--- src/rtl/spi_pts_frame.sv ---
`default_nettype none
// ============================================================================
// Module   : spi_pts_frame
// Purpose  : Parallel-to-serial SPI frame shifter. Loads a word over a
//            valid/ready handshake, shifts one bit per shift_en strobe onto
//            dout, and pulses done when the frame completes.
// Options  : SPI_PTS_PREFETCH_EN adds a one-word holding register so that
//            consecutive frames can run back-to-back.
// Revision : 1.0 - initial release
// ============================================================================
module spi_pts_frame #(
    parameter int unsigned WIDTH      = 6,
    parameter bit          MSB_FIRST  = 1'b1,
    parameter bit          IDLE_LEVEL = 1'b0,
    parameter bit          FILL_BIT   = 1'b0
) (
    input  logic                         clk,
    input  logic                         rst,
    input  logic                         load_valid,
    output logic                         load_ready,
    input  logic [WIDTH-1:0]             load_data,
    input  logic                         shift_en,
    input  logic                         abort,
    output logic                         dout,
    output logic                         busy,
    output logic                         done,
    output logic [$clog2(WIDTH+1)-1:0]   bit_cnt
);

    localparam int unsigned            CNT_W     = $clog2(WIDTH + 1);
    localparam logic [CNT_W-1:0]       LAST_CNT  = CNT_W'(WIDTH - 1);
    localparam logic [WIDTH-1:0]       FILL_WORD = {WIDTH{FILL_BIT}};

    typedef enum logic [0:0] {
        ST_IDLE  = 1'b0,
        ST_SHIFT = 1'b1
    } state_t;

    state_t             state_q, state_d;
    logic [WIDTH-1:0]   sr_q, sr_d;
    logic [CNT_W-1:0]   bit_cnt_q, bit_cnt_d;
    logic               dout_q, dout_d;
    logic               done_q, done_d;

    logic [WIDTH-1:0]   sr_shifted;
    logic               sr_out_d;
    logic               accept;
    logic               strobe;
    logic               final_strobe;

`ifdef SPI_PTS_PREFETCH_EN
    logic [WIDTH-1:0]   hold_q, hold_d;
    logic               hold_full_q, hold_full_d;

    assign load_ready = !abort && !hold_full_q;
`else
    assign load_ready = !abort && (state_q == ST_IDLE);
`endif

    // Shift direction: the output end is the MSB or LSB, fill enters opposite.
    generate
        if (MSB_FIRST) begin : g_msb_first
            assign sr_shifted = {sr_q[WIDTH-2:0], FILL_BIT};
            assign sr_out_d   = sr_d[WIDTH-1];
        end else begin : g_lsb_first
            assign sr_shifted = {FILL_BIT, sr_q[WIDTH-1:1]};
            assign sr_out_d   = sr_d[0];
        end
    endgenerate

    assign accept       = load_valid && load_ready;
    assign strobe       = shift_en && (state_q == ST_SHIFT);
    assign final_strobe = strobe && (bit_cnt_q == LAST_CNT);

    always_comb begin
        state_d   = state_q;
        sr_d      = sr_q;
        bit_cnt_d = bit_cnt_q;
        done_d    = 1'b0;
`ifdef SPI_PTS_PREFETCH_EN
        hold_d      = hold_q;
        hold_full_d = hold_full_q;
`endif

        if (abort) begin
            state_d   = ST_IDLE;
            sr_d      = FILL_WORD;
            bit_cnt_d = '0;
`ifdef SPI_PTS_PREFETCH_EN
            hold_full_d = 1'b0;
`endif
        end else if (final_strobe) begin
            done_d    = 1'b1;
            bit_cnt_d = '0;
`ifdef SPI_PTS_PREFETCH_EN
            if (hold_full_q) begin
                sr_d        = hold_q;
                hold_full_d = 1'b0;
                state_d     = ST_SHIFT;
            end else if (accept) begin
                sr_d    = load_data;
                state_d = ST_SHIFT;
            end else begin
                sr_d    = sr_shifted;
                state_d = ST_IDLE;
            end
`else
            sr_d    = sr_shifted;
            state_d = ST_IDLE;
`endif
        end else begin
            if (strobe) begin
                sr_d      = sr_shifted;
                bit_cnt_d = bit_cnt_q + CNT_W'(1);
            end
            // A load in IDLE overrides any strobe seen in the same cycle.
            if (accept) begin
                if (state_q == ST_IDLE) begin
                    sr_d      = load_data;
                    bit_cnt_d = '0;
                    state_d   = ST_SHIFT;
                end
`ifdef SPI_PTS_PREFETCH_EN
                else begin
                    hold_d      = load_data;
                    hold_full_d = 1'b1;
                end
`endif
            end
        end
    end

    // dout is registered from next-state values so it changes with the frame.
    always_comb begin
        dout_d = IDLE_LEVEL;
        if (state_d == ST_SHIFT) begin
            dout_d = sr_out_d;
        end
    end

    always_ff @(posedge clk) begin
        if (rst) begin
            state_q   <= ST_IDLE;
            sr_q      <= FILL_WORD;
            bit_cnt_q <= '0;
            dout_q    <= IDLE_LEVEL;
            done_q    <= 1'b0;
        end else begin
            state_q   <= state_d;
            sr_q      <= sr_d;
            bit_cnt_q <= bit_cnt_d;
            dout_q    <= dout_d;
            done_q    <= done_d;
        end
    end

`ifdef SPI_PTS_PREFETCH_EN
    always_ff @(posedge clk) begin
        if (rst) begin
            hold_q      <= '0;
            hold_full_q <= 1'b0;
        end else begin
            hold_q      <= hold_d;
            hold_full_q <= hold_full_d;
        end
    end
`endif

    assign dout    = dout_q;
    assign busy    = (state_q == ST_SHIFT);
    assign done    = done_q;
    assign bit_cnt = bit_cnt_q;

endmodule
`default_nettype wire

--- config.mk ---
export PLATFORM = sky130hd
export DESIGN_NAME = spi_pts_frame
export DESIGN_NICKNAME = d
export VERILOG_FILES = /design/src/rtl/spi_pts_frame.sv
export SDC_FILE = /design/constraint.sdc
export NUM_CORES = 1
export LEC_CHECK = 0
export CORE_MARGIN = 2
export CORE_UTILIZATION = 41
export DETAILED_ROUTE_END_ITERATION = 12
export PLACE_DENSITY = 0.79
export SKIP_CTS_REPAIR_TIMING = 1
export SLEW_MARGIN = 20
export SYNTH_ARGS = -nofsm -noshare
export SYNTH_HDL_FRONTEND = slang
export SYNTH_SLANG_ARGS = --single-unit
--- constraint.sdc ---
create_clock -name clk -period 2 [get_ports clk]
set_clock_uncertainty 0.1 [all_clocks]
set_input_delay 0.2 -clock clk [delete_from_list [all_inputs] [get_ports clk]]
set_output_delay 0.2 -clock clk [all_outputs]
set_load 0.05 [all_outputs]
==> Yosys cells after proc, flatten, opt, wreduce, memory -nomap -nowiden <==
Cells that the tools add are included.
{ "op_classes": {"addsub": 1, "n_eq_ne": 1, "mux": 12, "bitwise_logic": 2, "n_reduce_logical": 8} }
{ "ops": {"columns": ["op", "n"], "rows": [
  ["$mux 6", 5],
  ["$mux 3", 3],
  ["$logic_and 1x1->1", 4],
  ["$mux 1", 4],
  ["$reduce_or 2->1", 2],
  ["$add 3x1->3 const B", 1],
  ["$eq 3x3->1 const B", 1],
  ["$reduce_or 3->1", 1],
  ["$not 1->1", 2],
  ["$logic_not 1->1", 1]
]} }
{ "word_totals": {"register_bits": 12, "inputBits": 11, "out_inout_bits": 7, "wordCells": 31} }

==> Logic depth before layout (Yosys ltp) <==
Gate-level depths: netlist of the first run.
{ "logic_depth": {"ltp_word": 8, "ltp_mapped": 6, "depth_no_buf": 6} }

==> Worst setup path after synthesis of the first run <==
Ideal clock, no wire load.
{ "synth_timing": {"path_kind": "reg2reg", "startpoint": "reg state_q, in the netlist busy", "endpoint": "reg sr_q[1]", "setup_ns": 0.125, "arrival_ns": 1.911, "path_slack_ns": -0.136, "path_stages_with_launch": 6, "n_path_buf": 1, "period_less_slack_ns": 2.136, "path_cell_list": "dfxtp_1 -> buf_6 -> nor2_1 -> nand2_1 -> o21ai_0 -> o21ai_0"} }
{ "synth_between": {"elab_chain_len": 5} }
{ "synth_rtl": {"columns": ["item", "line", "rtl"], "rows": [
  ["start: declaration", "39", "state_t state_q, state_d;"],
  ["start signal: assignment", "149", "state_q <= state_d;"],
  ["$not 1->1", null, null],
  ["$logic_and 1x1->1", "57", "assign load_ready = !abort && (state_q == ST_IDLE);"],
  ["via load_ready", "20", "output logic load_ready,"],
  ["$logic_and 1x1->1", "71", "assign accept = load_valid && load_ready;"],
  ["$mux 6", "117", "if (accept) begin"],
  ["$mux 6", "92", "end else if (final_strobe) begin"],
  ["end signal: assignment", "150", "sr_q <= sr_d;"],
  ["end: declaration", "40", "logic [WIDTH-1:0] sr_q, sr_d;"]
]} }
The timed path passes the listed nets, and every way through them passes these cells.
A chain may end at the register's enable or synchronous reset.

==> Worst setup path in the final report of the first run <==
{ "layout_timing": {"startpoint": "reg bit_cnt_q[2], in the netlist bit_cnt[2]", "endpoint": "out bit_cnt[2]"} }
{ "layout_rtl": {"columns": ["item", "line", "rtl"], "rows": [
  ["start: declaration", "41", "logic [CNT_W-1:0] bit_cnt_q, bit_cnt_d;"],
  ["start signal: assignment", "151", "bit_cnt_q <= bit_cnt_d;"],
  ["end: declaration", "27", "output logic [$clog2(WIDTH+1)-1:0] bit_cnt"]
]} }
No word-level cell between the ends.

==> results of run 1 <==
## cells by family after synthesis
| logic type | share of synthesized area (%) |
|---|---|
| flip-flops | 38.0 |
| AND/OR/NAND/NOR | 22.0 |
| AO/OA/AOI/OAI | 20.4 |
| multiplexers | 8.12 |
| buffers and inverters | 4.75 |
| adder cells (fa/ha/maj) | 3.96 |
| XOR/XNOR | 2.77 |
## synth_stat cells
cell	instances	area [um^2]
a21boi_0	1	7.51
a21boi_1	1	7.51
a21oi_1	1	5.00
a221oi_2	1	15.0
a311oi_2	1	15.0
and2_1	1	6.26
buf_6	2	22.5
clkbuf_1	1	3.75
dfxtp_1	12	240
ha_1	2	25.0
inv_1	1	3.75
mux2_2	1	11.3
mux2i_1	4	40.0
nand2_1	11	41.3
nand2_2	1	6.26
nand3_1	2	10.0
nand4_4	1	21.3
nor2_1	3	11.3
nor2b_1	1	6.26
nor3_1	2	10.0
nor3b_1	1	7.51
nor3b_4	1	18.8
o21a_2	1	8.76
o21ai_0	8	40.0
o31ai_1	4	30.0
xor2_1	2	17.5
## routing by layer
metal | GRT usage [%] | part of all wire [%]
met1 | 19.4 | 44
met2 | 30.1 | 50
met3 | 5.53 | 5.0
met4 | 9.09 | 0.68
met5 | 0 | 0
## registers in the layout, indices dropped and copies added (netlist names)
name / cells
bit_cnt: 3
busy: 1
done: 1
dout: 1
sr_q: 6
## where the power goes
part           switching, uW  total (uW)  leakage (uW)  internal, uW
clock network           85.9         197     0.0000210           111
registers               6.27         251     0.0000974           245
logic                   47.0        93.1      0.000209          46.1
total                    139         541      0.000327           402
## through the flow
stage	utilization, %	power, uW	setup WS, ns	hold WS, ns
final	59.3	541	0.176	0.394
after CTS	59.3	547	0.162	0.402
after global placement	56.8	347	0.287	0.361
after detailed placement	56.8	350	0.242	0.387
after global routing	59.3	564	0.115	0.418
after floorplan	-	308	0.166	0.177
## area by class of cell
class                      count  area share, %
sequential                    12           27.5
tap                           16           2.30
timing repair buffer          21           23.8
clock buffer                   4           4.16
multi-input combinational     51           41.8
inverter                       1          0.430
## worst min path at each step
| stage | endpoint | slack (ns) | cells after the start |
|---|---|---|---|
| finish | sr_q[1] | 0.39 | 2 |
| global route | sr_q[1] | 0.42 | 2 |
| CTS | sr_q[1] | 0.40 | 2 |
| detailed placement | sr_q[1] | 0.39 | 2 |
| global placement | sr_q[1] | 0.36 | 2 |
| floorplan | sr_q[5] | 0.18 | 1 |
## placed cells by master (no fill, tap or decap)
master / netlist / routed
a21oi_1: 1 / 1
buf_4: 0 / 5
mux2_2: 1 / 1
nand2_1: 11 / 11
nand3_1: 2 / 2
a221oi_2: 1 / 1
buf_12: 0 / 1
dfxtp_1: 12 / 12
a21boi_0: 1 / 1
a21boi_1: 1 / 1
nor3b_1: 1 / 1
o21ai_0: 8 / 8
clkbuf_4: 0 / 3
nand4_4: 1 / 1
nand2_2: 1 / 1
nor3_1: 2 / 2
nor2_2: 0 / 1
nor2b_1: 1 / 1
o21a_2: 1 / 1
xor2_1: 2 / 2
clkdlybuf4s50_1: 0 / 15
o31ai_1: 4 / 4
clkbuf_8: 0 / 1
nor2_1: 3 / 2
a311oi_2: 1 / 1
mux2i_1: 4 / 4
nor3b_4: 1 / 1
ha_1: 2 / 2
and2_1: 1 / 1
inv_1: 1 / 1
==> key figures, run 1 <==
Critical path
  • Reg-to-Reg Start: bit_cnt[1]
  • Worst-path cell chain: clkdlybuf4s50_1
  • Worst setup EP type: primary output
  • Setup crit start kind: flip-flop
  • CP max stage delay: 0.83 ns
  • Slowest-stage cell, CP: clkdlybuf4s50_1
  • Crit path kind: reg -> out
  • WP buf/inv: 1
  • Worst EP required: 1.70 ns
  • CP delay by family, top: buffers and inverters
  • Arrival @ worst endpoint: 1.52 ns
  • Worst R2R Setup Slack: 0.34 ns
  • CP Depth: 1
  • Reg2Reg Depth: 6
  • Crit path capture: bit_cnt[2]
  • RR Endpoint: bit_cnt[1]
  • Crit path from: bit_cnt[2]
  • Worst-path maximum fanout: 3

Finish
  • Design area: 872 um^2
  • Area Growth Syn to Fin: 38.0%
  • Antenna Cells: 0
  • Final nets: 103
  • Multi-input gate area: 364 um^2
  • Filler cell count: 136
  • Layout cells sized above 1: 20.2%
  • Fin cells: 105
  • FF/Latch Area: 240 um^2

Timing
  • RSZ-0062 raised after global routing: no
  • Worst-margin pin slew: 0.495 ns
  • Min cycle time layout: 1.82 ns
  • Slew headroom: 66.9%
  • Max Transition Viols Final: 0
  • Final TNS setup: 0 ns
  • Period utilisation layout: 91.2%
  • Fin. Hold Viols: 0
  • Maximum operating frequency: 548 MHz
  • Final setup fails: 0

Synthesis
  • Post-synthesis sequential area ratio: 38.0%
  • Syn_area_per_cell: 9.43 um^2
  • YS warnings: 0
  • Post-synthesis register bit count: 12
  • Synth cell types: 26
  • Syn_nets: 80
  • Post-synthesis cell count: 67
  • Mapped Area: 632 um^2

Clock tree
  • CTS buffer count: 3
  • Clock Latency Late Sink: 0.28 ns
  • CTS max path bufs: 2
  • CTS H-tree lvls: 1
  • TritonCTS clock tree: done
  • Clk slew on worst S/H paths: 0.08 ns
  • Clk sinks: 12
  • Root buf cell: clkbuf_4

Power and ir drop
  • PD cells: 620 mW/mm^2
  • Leak: 0.000327 uW
  • Max IR drop VDD: 312 uV

Detailed routing
  • Via count: 558
  • Antenna-violating nets left: 0
  • Routed Wire Length: 1.48 mm
  • Post-DR wirelength/cell: 14.0 um
  • DR pass1 iterations: 4
  • DR DRC count: 0
  • DRT iter0 DRCs: 10
  • Vias/cell: 5.31

Die
  • Ports: 18
  • Die Area: 0.00187 mm^2
  • Starting Density: 42.9%
  • Core area: 0.00147 mm^2
  • Die width: 43.3 um
  • FP Rows: 14
  • Die Ht: 43.3 um

Place
  • Buffers added on ports: 17
  • Post-detail-place hpwl: 1.11 mm
  • GP Congestion: 0.778
  • DP Area: 836 um^2
  • DP Cell Count: 101

Outcome
  • Status: completed

GRT
  • Initial antenna violation count: 0
  • GRT Resource Usage Total: 17.7%
  • Pin count of the biggest net entering global routing: 16
  • Grt ovf: 0
  • Vias in the first global route: 554
  • First-pass GRT wire length: 2.41 mm

Worst hold path
  • Hold Path Origin: sr_q[0]
  • Hold/Removal Path Class: reg -> reg

Flow run
  • Max cap viols: 0
(Power assumes the default switching activity.)
==> run 2: changes to the inputs <==
--- a/config.mk
+++ b/config.mk
@@ -8,7 +8,8 @@
 export CORE_MARGIN = 2
 export CORE_UTILIZATION = 41
 export DETAILED_ROUTE_END_ITERATION = 12
-export PLACE_DENSITY = 0.79
+export DONT_BUFFER_PORTS = 1
+export PLACE_DENSITY = 0.64
 export SKIP_CTS_REPAIR_TIMING = 1
 export SLEW_MARGIN = 20
 export SYNTH_ARGS = -nofsm -noshare
==> run 2 against run 1 <==
Against the previous run:
- power fell by 16%
- clock power fell by 29%
- global-route usage fell by 1.9 points
- register-to-register slack improved by 0.06 ns
- hold slack got worse by 0.35 ns
- die area did not move
- critical path type is now reg -> reg
- largest power group unchanged
==> key figures, run 2 (same netlist as run 1, synthesis figures left out) <==
Power and ir drop
  • Leak: 0.000276 uW (was 0.000327 uW)
  • Max IR drop VDD: 357 uV (was 312 uV)
  • PD cells: 619 mW/mm^2 (was 620 mW/mm^2)

Timing
  • Final TNS setup: 0 ns (unchanged)
  • Min cycle time layout: 1.60 ns (was 1.82 ns)
  • Period utilisation layout: 79.8% (was 91.2%)
  • Worst-margin pin slew: 0.509 ns (was 0.495 ns)
  • RSZ-0062 raised after global routing: no (unchanged)
  • Final setup fails: 0 (unchanged)
  • Fin. Hold Viols: 0 (unchanged)
  • Slew headroom: 65.8% (was 66.9%)
  • Max Transition Viols Final: 0 (unchanged)
  • Maximum operating frequency: 626 MHz (was 548 MHz)

GRT
  • Pin count of the biggest net entering global routing: 11 (was 16)
  • Met1 Resource Use GR: 18.4% (was 19.4%)
  • GRT Resource Usage Total: 15.8% (was 17.7%)
  • Grt ovf: 0 (unchanged)
  • Vias in the first global route: 502 (was 554)
  • First-pass GRT wire length: 2.12 mm (was 2.41 mm)
  • Gr busiest metal: met2 (unchanged)
  • Initial antenna violation count: 0 (unchanged)
  • GR Util met2: 25.7% (was 30.1%)
  • GR Util met3: 4.26% (was 5.53%)

Finish
  • Commonest non-fill, non-tap cell in the layout: dfxtp_1 (was clkdlybuf4s50_1)
  • Multi-input gate area: 364 um^2 (unchanged)
  • Layout cells sized above 1: 20.8% (was 20.2%)
  • Filler cell count: 149 (was 136)
  • Most frequent cells in the layout: 12 x dfxtp_1, 11 x nand2_1, 8 x o21ai_0, 5 x dlygate4sd3_1, 5 x buf_4 (was 15 x clkdlybuf4s50_1, 12 x dfxtp_1, 11 x nand2_1, 8 x o21ai_0, 5 x buf_4)
  • Antenna Cells: 0 (unchanged)
  • FF/Latch Area: 240 um^2 (unchanged)
  • Final nets: 92 (was 103)
  • Max FFs per register: 6 (unchanged)
  • Design area: 738 um^2 (was 872 um^2)
  • Area Growth Syn to Fin: 16.8% (was 38.0%)
  • Largest Register: sr_q (unchanged)

Critical path
  • Crit path from: bit_cnt[1] (was bit_cnt[2])
  • Crit path kind: reg -> reg (was reg -> out)
  • RR Endpoint: bit_cnt[1] (unchanged)
  • Worst-path maximum fanout: 7 (was 3)
  • Reg-to-Reg Start: bit_cnt[1] (unchanged)
  • Setup crit start kind: flip-flop (unchanged)
  • Arrival @ worst endpoint: 1.67 ns (was 1.52 ns)
  • Reg2Reg Depth: 6 (unchanged)
  • Worst R2R Setup Slack: 0.40 ns (was 0.34 ns)
  • Worst setup EP type: flip-flop (was primary output)
  • Worst EP required: 2.07 ns (was 1.70 ns)

Detailed routing
  • Vias/cell: 5.67 (was 5.31)
  • Via count: 527 (was 558)
  • DRT iter0 DRCs: 20 (was 10)
  • Routed Wire Length: 1.40 mm (was 1.48 mm)
  • DR DRC count: 0 (unchanged)
  • DR pass1 iterations: 4 (unchanged)
  • Antenna-violating nets left: 0 (unchanged)
  • Post-DR wirelength/cell: 15.0 um (was 14.0 um)

Die
  • Die Area: 0.00187 mm^2 (unchanged)
  • Die Ht: 43.3 um (unchanged)
  • Die width: 43.3 um (unchanged)
  • Core area: 0.00147 mm^2 (unchanged)
  • FP Rows: 14 (unchanged)
  • Starting Density: 42.9% (unchanged)
  • Ports: 18 (unchanged)

Clock tree
  • Clock Latency Late Sink: 0.26 ns (was 0.28 ns)
  • Clk sinks: 12 (unchanged)
  • Clk slew on worst S/H paths: 0.07 ns (was 0.08 ns)
  • CTS H-tree lvls: 1 (unchanged)
  • TritonCTS clock tree: done (unchanged)
  • CTS max path bufs: 2 (unchanged)
  • Root buf cell: clkbuf_4 (unchanged)
  • CTS buffer count: 3 (unchanged)

Worst hold path
  • Hold Path Origin: rst (was sr_q[0])
  • Hold endpoint: sr_q[0] (was sr_q[1])
  • Hold depth: 2 (unchanged)
  • Hold/Removal Path Class: in -> reg (was reg -> reg)

Place
  • GP Congestion: 0.759 (was 0.778)
  • Buffers added on ports: 0 (was 17)
  • Post-detail-place hpwl: 1.03 mm (was 1.11 mm)
  • DP Area: 666 um^2 (was 836 um^2)

Outcome
  • Status: completed (unchanged)

Flow run
  • Max cap viols: 0 (unchanged)
run 2: how the worst max path moves through the flow:
stage                       endpoint  slack (ns)  depth (start not counted)
final                     bit_cnt[1]        0.40                          6
after global routing      bit_cnt[1]        0.32                          6
after CTS                 bit_cnt[1]        0.41                          6
after detailed placement  bit_cnt[1]        0.43                          6
after global placement    bit_cnt[1]        0.43                          6
after floorplan              sr_q[1]        0.17                          5
run 2: cell type report:
cell class                      instances  area share (%)
Tap cell                               16            2.71
Multi-Input combinational cell         51            49.3
Sequential cell                        12            32.5
Clock buffer                            3            3.05
Timing Repair Buffer                   10            11.9
Inverter                                1           0.508
run 2: worst max-delay path: stages (launching register included):
cell      delay, ns
dfxtp_1        0.33
inv_1          0.04
ha_1           0.20
nand4_4        0.11
nor3b_4        0.33
nand2_2        0.12
a311oi_2       0.26
run 2: metal layers:
metal / up-vias / share of wire, %
met1: 249 / 39
met3: 2 / 5.4
met4: 0 / 1.2
met2: 16 / 55
met5: - / 0
li1: 260 / -
run 2: where the power goes:
part           leakage (uW)  total (uW)  switching, uW  internal, uW
Combinational      0.000165        63.2           34.9          28.3
Clock             0.0000138         140           70.7          69.4
Sequential        0.0000974         254           8.56           245
run 2: per-stage QoR:
stage / util [%] / power [uW] / setup WS, ns / instances / hold slack [ns]
3_3_place_gp: 45.2 / 312 / 0.431 / 85 / 0.180
5_1_grt: 50.2 / 480 / 0.321 / 93 / 0.0378
6_report: 50.2 / 457 / 0.404 / 93 / 0.0419
2_1_floorplan: - / 308 / 0.166 / 67 / 0.177
4_1_cts: 46.8 / 451 / 0.413 / 88 / -0.0952
3_5_place_dp: 45.2 / 313 / 0.433 / 85 / 0.180
==> run 3: changes to the inputs <==
==> constraint.sdc (replaced) <==
create_clock -name clk -period 1.5 [get_ports clk]
set_clock_uncertainty 0.1 [all_clocks]
set_input_delay 0.15 -clock clk [delete_from_list [all_inputs] [get_ports clk]]
set_output_delay 0.15 -clock clk [all_outputs]
set_load 0.05 [all_outputs]
==> run 3 against run 2 <==
Against the previous run:
- the flow now finishes with violations (hold timing)
- fmax increased by 12%
- hold slack got worse by 0.062 ns
- power is 53% higher
- non-clock buffer count increased by 6
- critical path depth stayed put
==> key figures, run 3 (same netlist as run 1, synthesis figures left out) <==
Critical path
  • Worst EP required: 1.62 ns (was 2.07 ns)
  • Reg2Reg Depth: 6 (unchanged)
  • RR Endpoint: dout (was bit_cnt[1])
  • Arrival @ worst endpoint: 1.55 ns (was 1.67 ns)
  • CP delay by family, top: simple AND/OR/NAND/NOR gates (unchanged)
  • Worst-path maximum fanout: 7 (unchanged)
  • Setup crit start kind: flip-flop (unchanged)
  • Reg-to-Reg Start: bit_cnt[1] (unchanged)
  • Worst setup EP type: flip-flop (unchanged)
  • Slowest-stage cell, CP: dfxtp_4 (was dfxtp_1)
  • Worst-path cell chain: inv_2, ha_4, nand4_4, nor3b_4, o21a_2, a21boi_2 (was inv_1, ha_1, nand4_4, nor3b_4, nand2_2, a311oi_2)
  • WP buf/inv: 1 (unchanged)
  • Worst R2R Setup Slack: 0.07 ns (was 0.40 ns)
  • CP max stage delay: 0.35 ns (was 0.33 ns)
  • Crit path kind: reg -> reg (unchanged)

Detailed routing
  • DRT iter0 DRCs: 4 (was 20)
  • Antenna-violating nets left: 0 (unchanged)
  • Routed Wire Length: 1.44 mm (was 1.40 mm)
  • Via count: 532 (was 527)
  • Vias/cell: 5.32 (was 5.67)
  • DR DRC count: 0 (unchanged)
  • Post-DR wirelength/cell: 14.4 um (was 15.0 um)
  • DR pass1 iterations: 3 (was 4)

Timing
  • RSZ-0062 raised after global routing: yes (was no)
  • Slew headroom: 67.8% (was 65.8%)
  • Min cycle time layout: 1.43 ns (was 1.60 ns)
  • Maximum operating frequency: 701 MHz (was 626 MHz)
  • Worst-margin pin slew: 0.482 ns (was 0.509 ns)
  • Max Transition Viols Final: 0 (unchanged)
  • Fin. Hold Viols: 3 (was 0)
  • WHS: -0.0199 ns (was 0.0419 ns)
  • Final setup fails: 0 (unchanged)
  • Period utilisation layout: 95.1% (was 79.8%)

Clock tree
  • CTS H-tree lvls: 1 (unchanged)
  • Root buf cell: clkbuf_4 (unchanged)
  • TritonCTS clock tree: done (unchanged)
  • CTS max path bufs: 2 (unchanged)
  • Clock Latency Late Sink: 0.29 ns (was 0.26 ns)
  • Clk sinks: 12 (unchanged)
  • CTS buffer count: 3 (unchanged)
  • Clk slew on worst S/H paths: 0.08 ns (was 0.07 ns)

Finish
  • Layout cells sized above 1: 32.1% (was 20.8%)
  • Most frequent cells in the layout: 11 x nand2_1, 9 x dfxtp_1, 9 x buf_4, 8 x o21ai_0, 7 x dlygate4sd3_1 (was 12 x dfxtp_1, 11 x nand2_1, 8 x o21ai_0, 5 x dlygate4sd3_1, 5 x buf_4)
  • Fin cells: 100 (was 93)
  • Max FFs per register: 6 (unchanged)
  • Design area: 832 um^2 (was 738 um^2)
  • Final nets: 98 (was 92)
  • Largest Register: sr_q (unchanged)
  • Commonest non-fill, non-tap cell in the layout: nand2_1 (was dfxtp_1)
  • Area Growth Syn to Fin: 31.7% (was 16.8%)
  • Final Core Density: 56.5% (was 50.2%)
  • Antenna Cells: 0 (unchanged)

Place
  • Buffers added on ports: 0 (unchanged)
  • GP Congestion: 0.787 (was 0.759)
  • Post-detail-place hpwl: 1.03 mm (about the same)
  • DP Area: 714 um^2 (was 666 um^2)
  • DP Cell Count: 88 (was 85)

Die
  • Die Ht: 43.3 um (unchanged)
  • Core area: 0.00147 mm^2 (unchanged)
  • Ports: 18 (unchanged)
  • FP Rows: 14 (unchanged)
  • Die Area: 0.00187 mm^2 (unchanged)
  • Die width: 43.3 um (unchanged)
  • Starting Density: 42.9% (unchanged)

Worst hold path
  • Hold depth: 2 (unchanged)
  • Hold endpoint: sr_q[2] (was sr_q[0])
  • Hold Path Origin: load_data[2] (was rst)
  • Hold/Removal Path Class: in -> reg (unchanged)

Outcome
  • Status: finished with violations (was completed)
  • Failing checks: hold timing

Power and ir drop
  • Leak: 0.000316 uW (was 0.000276 uW)
  • PD cells: 839 mW/mm^2 (was 619 mW/mm^2)
  • Max IR drop VDD: 558 uV (was 357 uV)

Flow run
  • Max cap viols: 0 (unchanged)

GRT
  • GRT Resource Usage Total: 17.1% (was 15.8%)
  • Grt ovf: 0 (unchanged)
  • Initial antenna violation count: 0 (unchanged)
  • Pin count of the biggest net entering global routing: 14 (was 11)
  • Vias in the first global route: 468 (was 502)
  • First-pass GRT wire length: 2.20 mm (was 2.12 mm)
[run 3: cell types whose count changed in the layout (fill, tap and decap cells not counted), sizes merged]
cell	previous run	this run
buf	5	9
dlygate4sd3	5	7
clkbuf	3	4
[run 3: worst reg2reg max path, stage by stage, from the launching register on]
cell      delay [ns]
dfxtp_4         0.35
inv_2           0.04
ha_4            0.15
nand4_4         0.09
nor3b_4         0.31
o21a_2          0.20
a21boi_2        0.13
[run 3: stage by stage]
stage | total power (uW) | TNS (ns) | setup slack, ns
after floorplan | 411 | 0 | 0.0323
after global placement | 419 | 0 | 0.0939
after detailed placement | 421 | 0 | 0.0686
after CTS | 687 | 0 | 0.0493
after global routing | 728 | -0.0458 | -0.0255
final | 699 | 0 | 0.0735
[run 3: power breakdown]
part / internal [uW] / leakage [uW] / switching, uW
registers: 325 / 0.0000994 / 11.3
clock network: 148 / 0.0000210 / 117
logic: 46.2 / 0.000195 / 51.2
total: 519 / 0.000316 / 180
[run 3: worst max path at each step]
stage / from / end / slack (ns) / cells after the start
finish: bit_cnt[1] / dout / 0.07 / 6
global route: bit_cnt[1] / dout / -0.03 / 6
CTS: bit_cnt[1] / dout / 0.05 / 6
detailed placement: bit_cnt[1] / dout / 0.07 / 6
global placement: bit_cnt[1] / dout / 0.09 / 6
floorplan: bit_cnt[1] / dout / 0.03 / 6
[run 3: final cells by class]
class | instances | area, um^2
Clock buffer | 4 | 36.3
Fill cell | 143 | 639
Inverter | 1 | 3.75
Multi-Input combinational cell | 51 | 385
Sequential cell | 12 | 249
Tap cell | 16 | 20.0
Timing Repair Buffer | 16 | 138
[run 3: metal layers]
layer,GRT usage (%),vias up,wire length (um)
li1,-,274,-
met1,19.0,242,608
met2,26.6,12,698
met3,8.09,4,94
met4,9.09,0,40
met5,0,-,0
